$ cat src/rtl/rr_allocator.sv
// Round-robin output-port allocator with credit flow control for one switch output.
// select/ready/shift are combinational, with zero latency; a zero credit count stalls the held owner.
module rr_allocator #(
  parameter int CREDITS = 4,
  parameter int CW      = 4
) (
  input  logic          i_clk,
  input  logic          i_rst,
  input  logic [1:0]    i_this_port,
  input  logic [3:0]    i_r0,
  input  logic [3:0]    i_r1,
  input  logic [3:0]    i_r2,
  input  logic [3:0]    i_r3,
  input  logic          i_credit,
  output logic [3:0]    o_select,
  output logic [3:0]    o_ready,
  output logic          o_shift,
  output logic [CW-1:0] o_credits,
  output logic          o_credit_err
);

  localparam logic [1:0]    TYPE_HEAD    = 2'd3;
  localparam logic [1:0]    TYPE_PAYLOAD = 2'd2;
  localparam logic [CW-1:0] CREDIT_MAX   = CW'(CREDITS);

  logic          r_busy;
  logic [1:0]    r_owner;
  logic [1:0]    r_ptr;
  logic [CW-1:0] r_credits;
  logic          r_err;

  logic [3:0]    w_phit [4];
  logic [1:0]    w_type [4];
  logic [3:0]    w_req;
  logic [7:0]    w_req_dbl;
  logic [3:0]    w_req_rot;
  logic          w_hold;
  logic          w_has_credit;
  logic          w_gnt_vld;
  logic [1:0]    w_gnt_idx;
  logic          w_fwd;
  logic [CW-1:0] w_credits_nxt;
  logic          w_err_set;

  assign w_phit[0] = i_r0;
  assign w_phit[1] = i_r1;
  assign w_phit[2] = i_r2;
  assign w_phit[3] = i_r3;

  always_comb begin
    for (int i = 0; i < 4; i++) begin
      w_type[i] = w_phit[i][3:2];
      w_req[i]  = (w_phit[i][3:2] == TYPE_HEAD) && (w_phit[i][1:0] == i_this_port);
    end
  end

  // A packet is held only while its owner keeps presenting payload; anything else ends it.
  assign w_hold       = r_busy && (w_type[r_owner] == TYPE_PAYLOAD);
  assign w_has_credit = (r_credits != '0);

  // Rotate so bit 0 is the current highest-priority input, then take the lowest set bit.
  assign w_req_dbl = {w_req, w_req};
  assign w_req_rot = w_req_dbl[r_ptr +: 4];

  always_comb begin
    w_gnt_vld = 1'b0;
    w_gnt_idx = r_ptr;
    if (!w_hold && w_has_credit) begin
      for (int j = 3; j >= 0; j--) begin
        if (w_req_rot[j]) begin
          w_gnt_vld = 1'b1;
          w_gnt_idx = r_ptr + 2'(j);
        end
      end
    end
  end

  always_comb begin
    o_select = 4'b0000;
    if (w_hold) begin
      o_select = 4'b0001 << r_owner;
    end else if (w_gnt_vld) begin
      o_select = 4'b0001 << w_gnt_idx;
    end
  end

  assign o_ready = w_has_credit ? o_select : 4'b0000;
  assign w_fwd   = |o_ready;
  assign o_shift = w_fwd && w_gnt_vld;

  always_comb begin
    w_credits_nxt = r_credits;
    w_err_set     = 1'b0;
    case ({w_fwd, i_credit})
      2'b10: w_credits_nxt = r_credits - CW'(1);
      2'b01: begin
        // A return with no slot outstanding is a protocol error; the count saturates.
        if (r_credits == CREDIT_MAX) begin
          w_err_set = 1'b1;
        end else begin
          w_credits_nxt = r_credits + CW'(1);
        end
      end
      default: w_credits_nxt = r_credits;
    endcase
  end

  always_ff @(posedge i_clk) begin
    if (i_rst) begin
      r_busy    <= 1'b0;
      r_owner   <= 2'd0;
      r_ptr     <= 2'd0;
      r_credits <= CREDIT_MAX;
      r_err     <= 1'b0;
    end else begin
      if (w_gnt_vld) begin
        r_busy  <= 1'b1;
        r_owner <= w_gnt_idx;
        r_ptr   <= w_gnt_idx + 2'd1;
      end else if (!w_hold) begin
        r_busy <= 1'b0;
      end
      r_credits <= w_credits_nxt;
      if (w_err_set) begin
        r_err <= 1'b1;
      end
    end
  end

  assign o_credits    = r_credits;
  assign o_credit_err = r_err;

endmodule

$ cat config.mk
export PLATFORM = sky130hd
export DESIGN_NAME = rr_allocator
export DESIGN_NICKNAME = d
export VERILOG_FILES = /design/src/rtl/rr_allocator.sv
export SDC_FILE = /design/constraint.sdc
export NUM_CORES = 1
export LEC_CHECK = 0
export ABC_AREA = 1
export BUFFER_PORTS_ARGS = -buffer_cell sky130_fd_sc_hd__buf_4
export CORE_MARGIN = 2
export CORE_UTILIZATION = 50
export CTS_CLUSTER_SIZE = 20
export DETAILED_ROUTE_END_ITERATION = 16
export GPL_ROUTABILITY_DRIVEN = 0
export PLACE_DENSITY = 0.78
export SLEW_MARGIN = 25
export SYNTH_ARGS = -nofsm -noshare
export SYNTH_HDL_FRONTEND = slang
export SYNTH_SLANG_ARGS = --single-unit
$ cat constraint.sdc
create_clock -name i_clk -period 3.2 [get_ports i_clk]
set_input_delay 0.16 -clock i_clk [delete_from_list [all_inputs] [get_ports i_clk]]
set_output_delay 0.16 -clock i_clk [all_outputs]
set_load 0.05 [all_outputs]
Yosys cells after proc, flatten, opt, wreduce, memory -nomap -nowiden
Index checks and enable logic that the tools add are counted. W data, S select, Z words.

Add/sub/neg operators: 6. Magnitude comparators: 1. Eq/ne operators: 14. Shift operators: 3. Muxes and demuxes: 22. Bitwise gates (word level): 1. Reductions and logical operators: 12.

Operators by type and width (count): $mux W4 (4); $mux W2 (7); $eq A2 B2 Y1 const B (6); $mux W1 (9); $eq A2 B2 Y1 (4); $pmux W4 S2 (1); $shiftx A8 B3 Y4 (1); $shl A1 B2 Y4 const A (2); $logic_and A1 B1 Y1 (7); $add A2 B1 Y2 const B (2); $add A2 B2 Y2 const B (2); $add A4 B1 Y4 const B (1); $bmux W2 S2 (1); $eq A4 B3 Y1 const B (1); $reduce_bool A4 Y1 (1); $reduce_or A4 Y1 (1); $sub A4 B1 Y4 const B (1); $ge A3 B3 Y1 const B (1); $not A2 Y3 (1); $eq A2 B1 Y1 const B (1); $ne A2 B1 Y1 const B (1); $ne A2 B2 Y1 const B (1); $reduce_and A2 Y1 (1); $reduce_bool A2 Y1 (1); $logic_not A1 Y1 (1).

Flip-flop bits (word level): 10. Input bits: 21. Logic and storage cells: 64.

Longest topological paths before layout
Depth after elaboration: 17. Depth in mapped cells: 27. Mapped depth without buffers: 27.

Worst setup path after synthesis
No wires, ideal clock.

Path type: reg-to-reg. Start: reg r_credits[0], in the netlist o_credits[0]. End: reg r_credits[3], in the netlist o_credits[3]. Setup time: 0.117 ns. Data arrival time: 3.322 ns. Slack: -0.239 ns. Cell stages (with the launch flop): 18. Buffers on the path: 0. Cells stage by stage: dfxtp_1 -> nor4_1 -> nor2_4 -> inv_2 -> a21oi_4 -> nand4_1 -> nand2_1 -> o21ai_1 -> nand3_1 -> ha_1 -> nand2_1 -> nand2_1 -> a31oi_1 -> inv_1 -> nand3_1 -> nand2_1 -> a21oi_1 -> nor2_1.

Cells in the longest elaborated chain, start to end: 11. Elaborated cells between the ends (all ways): 19. Those cells by class: add/sub: 2; eq/ne: 4; shift: 1; mux: 7; reduce/logical: 5.

RTL lines: start: declaration (line 29) `logic [CW-1:0] r_credits;`; start signal: assignment (line 123) `r_credits <= w_credits_nxt;`; $reduce_bool A4 Y1 * (line 59) `assign w_has_credit = (r_credits != '0);`; $logic_and A1 B1 Y1 * (line 68) `if (!w_hold && w_has_credit) begin`; $mux W2 (line 68); $shl A1 B2 Y4 (line 83) `o_select = 4'b0001 << w_gnt_idx;`; $mux W4 * (line 82) `end else if (w_gnt_vld) begin`; $mux W4 * (line 80) `if (w_hold) begin`; named net o_select[2] (line 15) `output logic [3:0] o_select,`; $mux W4 * (line 87) `assign o_ready = w_has_credit ? o_select : 4'b0000;`; $reduce_or A4 Y1 * (line 88) `assign w_fwd = |o_ready;`; $eq A2 B1 Y1 or $eq A2 B2 Y1 (tied branches) (line 94) `case ({w_fwd, i_credit})`; $ne A2 B2 Y1 (no line) or $reduce_bool A2 Y1 (tied branches); $reduce_and A2 Y1 (no line).

The timed path passes the listed nets; every way through them passes the cells marked *. The select of a mux whose other input is x is not followed. A chain may end at the register's enable or synchronous reset.

Final worst setup path
Start: reg r_owner[1]. End: reg r_credits[3], in the netlist o_credits[3].

Cells in the longest elaborated chain, start to end: 17. Elaborated cells between the ends (all ways): 22. Those cells by class: eq/ne: 4; shift: 2; mux: 9; bitwise: 1; reduce/logical: 6.

RTL lines: start: declaration (line 27) `logic [1:0] r_owner;`; start signal: assignment (line 118) `r_owner <= w_gnt_idx;`; $not A2 Y3 (not written as such) (line 58) `assign w_hold = r_busy && (w_type[r_owner] == TYPE_PAYLOAD);`; $bmux W2 S2 (line 58); $mux W2 (not written as such) (2 in series) (line 58); $eq A2 B2 Y1 (line 58); $logic_and A1 B1 Y1 (line 58); $logic_not A1 Y1; $logic_and A1 B1 Y1 (line 68); $mux W2 (line 68); $shl A1 B2 Y4 (line 83); $mux W4 (line 82); $mux W4 * (line 80); $mux W4 * (line 87); $reduce_or A4 Y1 * (line 88); $eq A2 B1 Y1 or $eq A2 B2 Y1 (tied branches) (line 94); $ne A2 B2 Y1 (no line) or $reduce_bool A2 Y1 (tied branches); $reduce_and A2 Y1 (no line).

Every way passes the cells marked *; elsewhere a longest branch is shown, timed or not. The select of a mux whose other input is x is not followed.

==> results.cfg <==
[run_status]
status = completed

[min_path]
hold_class = in -> reg

[clocking]
path_clk_slew_ps = 70
cts_max_path_buffers = 2
cts-root-buf = clkbuf_4
h-tree-depth = 1
worstSkewPairLatency_ps = 260
cts.sinks = 10
cts_made_buffers = 3
cts_tree = yes

[yosys]
syn_nets = 224
ys.flop_type = dfxtp_1
synth_area_leader_cell = nand2_1
syn-cell-area_um2 = 1140
synthArstFlopShare_pct = 0
synthTopCellsByCount = nand2_1 (63), inv_1 (30), nand3_1 (21)
synth.most_common_cell = nand2_1
netlist_top_cells_area = nand2_1 (21%), dfxtp_1 (18%), inv_1 (9.9%), nand3_1 (9.2%), nand2_2 (6.0%)
ys_seq_area_share_pct = 17.6
synth_top_area_share_pct = 20.8
synth_area_per_cell_um2 = 5.69
yosys_register_bits = 10
yosys_warnings = 0
syn-instance-count = 200
synth-edff-count = 0
ys_types = 27

[timing]
maxSlewViolCount = 0
setup_viol = 0
final-hold-violation-count = 0
skew_ps = 2.27
post-route-period-util_pct = 93.0
worst_slew_pin_slew_ps = 330
max_slew_margin_pct = 77.8
min_period_ps = 2980
max_freq_mhz = 336
final.setup.worst_slack_ps = 224

[critical_path]
cp_max_fo = 5
slowest_delay_ps = 380
cp.required_ps = 3360
cp.arrival_ps = 3130
startpoint_type = register
cp_common_cell = nand2_1
crit_family = simple AND/OR/NAND/NOR gates
endpoint_kind = register
cp_num_buf_inv = 4
slowest_stage = dfxtp_2
crit_type = reg -> reg

[finish]
nets = 264
fillerInstances = 189
syn_to_final_growth_pct = 32.5
drive_gt1_share_pct = 34.5
ff_latch_area_um2 = 210
diodes = 0
multiInputGateArea_um2 = 828

[power_and_ir_drop]
p_per_area_nw_per_um2 = 1210
cellLeakagePower_nw = 0.863
ir_drop_mv = 0.948
total_power_mw = 1.83

[global_route]
grt_pass1_vias = 1215
antenna_found_initial = 0
grt_first_pass_wirelength_mm = 5.03
grt_use_total_pct = 23.8
grt_overflow = 0
grt_max_degree = 10

[routing]
drc = 0
drt-initial-drc-count = 43
drt_pass1_iterations = 4
wirelength_mm = 2.94
via_per_inst = 5.08
vias = 1350
ant_nets = 0
wl_per_cell_um = 11.1

[floorplan]
die_height_um = 51.7
num_io_pins = 35
die_w_um = 51.7
coreArea_um2 = 2190
rows = 17
start_util_pct = 52.0
die_area_um2 = 2670

[placement]
post-place-ws_ps = 223
post-dp-hpwl_mm = 2.44
io_buffers = 34

[job]
cap_violations = 0
## final timing paths
check                  to  cells after the start    startpoint  slack [ps]
max          o_credits[3]                     26    r_owner[1]         220
min              r_ptr[0]                      2         i_rst          70
max reg2reg  o_credits[3]                     26    r_owner[1]         220
min reg2reg  o_credit_err                      1  o_credit_err         470
## cells in the final DEF (no fill, tap or decap), types with 5 or more instances in the layout
master,netlist,final
nand2_1,63,62
buf_4,2,38
inv_1,30,29
nand3_1,21,20
nor2_1,16,15
nand2_2,11,12
a21oi_1,8,8
nor2_2,6,6
inv_2,4,5
nand3_2,4,5
dfxtp_2,0,5
## sequential cells by signal, summed over array words and instances (netlist names)
register      flops
r_owner           2
r_ptr             2
r_busy            1
o_credits         4
o_credit_err      1
## worst reg2reg max path, stage by stage, from the launching register on
cell and delay [ps]:
dfxtp_2 380, inv_1 90, nor2_4 100, nand2_1 70
nand3_1 80, nor2_1 50, nand2_2 70, inv_2 70
nor2_4 90, inv_2 60, nor2_1 130, nand2_1 80
nand2_2 90, nand2_1 90, nand3_1 90, nand2_2 80
o21ai_2 160, nand3_2 140, ha_4 260, nand2_1 60
nand2_1 50, a31oi_2 160, inv_1 70, nand3_1 80
nand2_1 80, a21oi_1 130, nor2_1 50
## final cells by class
type	instances	share of cell area, %
multi-input cells	153	54.9
repair buffers	38	18.9
flip-flops and latches	10	13.9
inverters	34	8.46
well taps	28	2.32
clock buffers	3	1.49
## logic make-up (layout without fill, tap and decap cells)
kind of cell / count (synthesis) / count (layout) / share of synthesized area [%]
AO/OA/AOI/OAI: 22 / 22 / 12.4
XOR/XNOR: 2 / 2 / 1.54
adder cells (fa/ha/maj): 3 / 3 / 3.96
buffers and inverters: 37 / 75 / 13.0
flip-flops: 10 / 10 / 17.6
AND/OR/NAND/NOR: 126 / 126 / 51.5
## through the flow
step | util (%) | hold WS (ps) | cell area [um^2] | setup TNS [ps] | instances
floorplan | - | 229 | 1170 | 0 | 200
CTS | 67.3 | 64.5 | 1470 | 0 | 264
global route | 68.9 | 71.7 | 1510 | -25.2 | 266
finish | 68.9 | 66.6 | 1510 | 0 | 266
detailed placement | 66.2 | 342 | 1450 | 0 | 261
global placement | 66.2 | 347 | 1450 | 0 | 261
## where the power goes
| part | internal (mW) | switching (mW) |
|---|---|---|
| Clock | 0.0434 | 0.0433 |
| Sequential | 0.188 | 0.0840 |
| Combinational | 0.501 | 0.965 |
| Total | 0.733 | 1.09 |
## metal layers
layer / share of wire [%] / GRT usage (%)
met3: 3.1 / 2.30
met4: 0.82 / 5.26
met5: 0 / 0
met1: 46 / 32.1
met2: 50 / 41.0
## timing repair
action,CTS,global route
gates resized for setup,0,5
setup endpoints to repair,0,1
buffers inserted,0,2
hold endpoints to repair,0,0
hold buffers,0,0
Power figures use the tool's default switching activity.
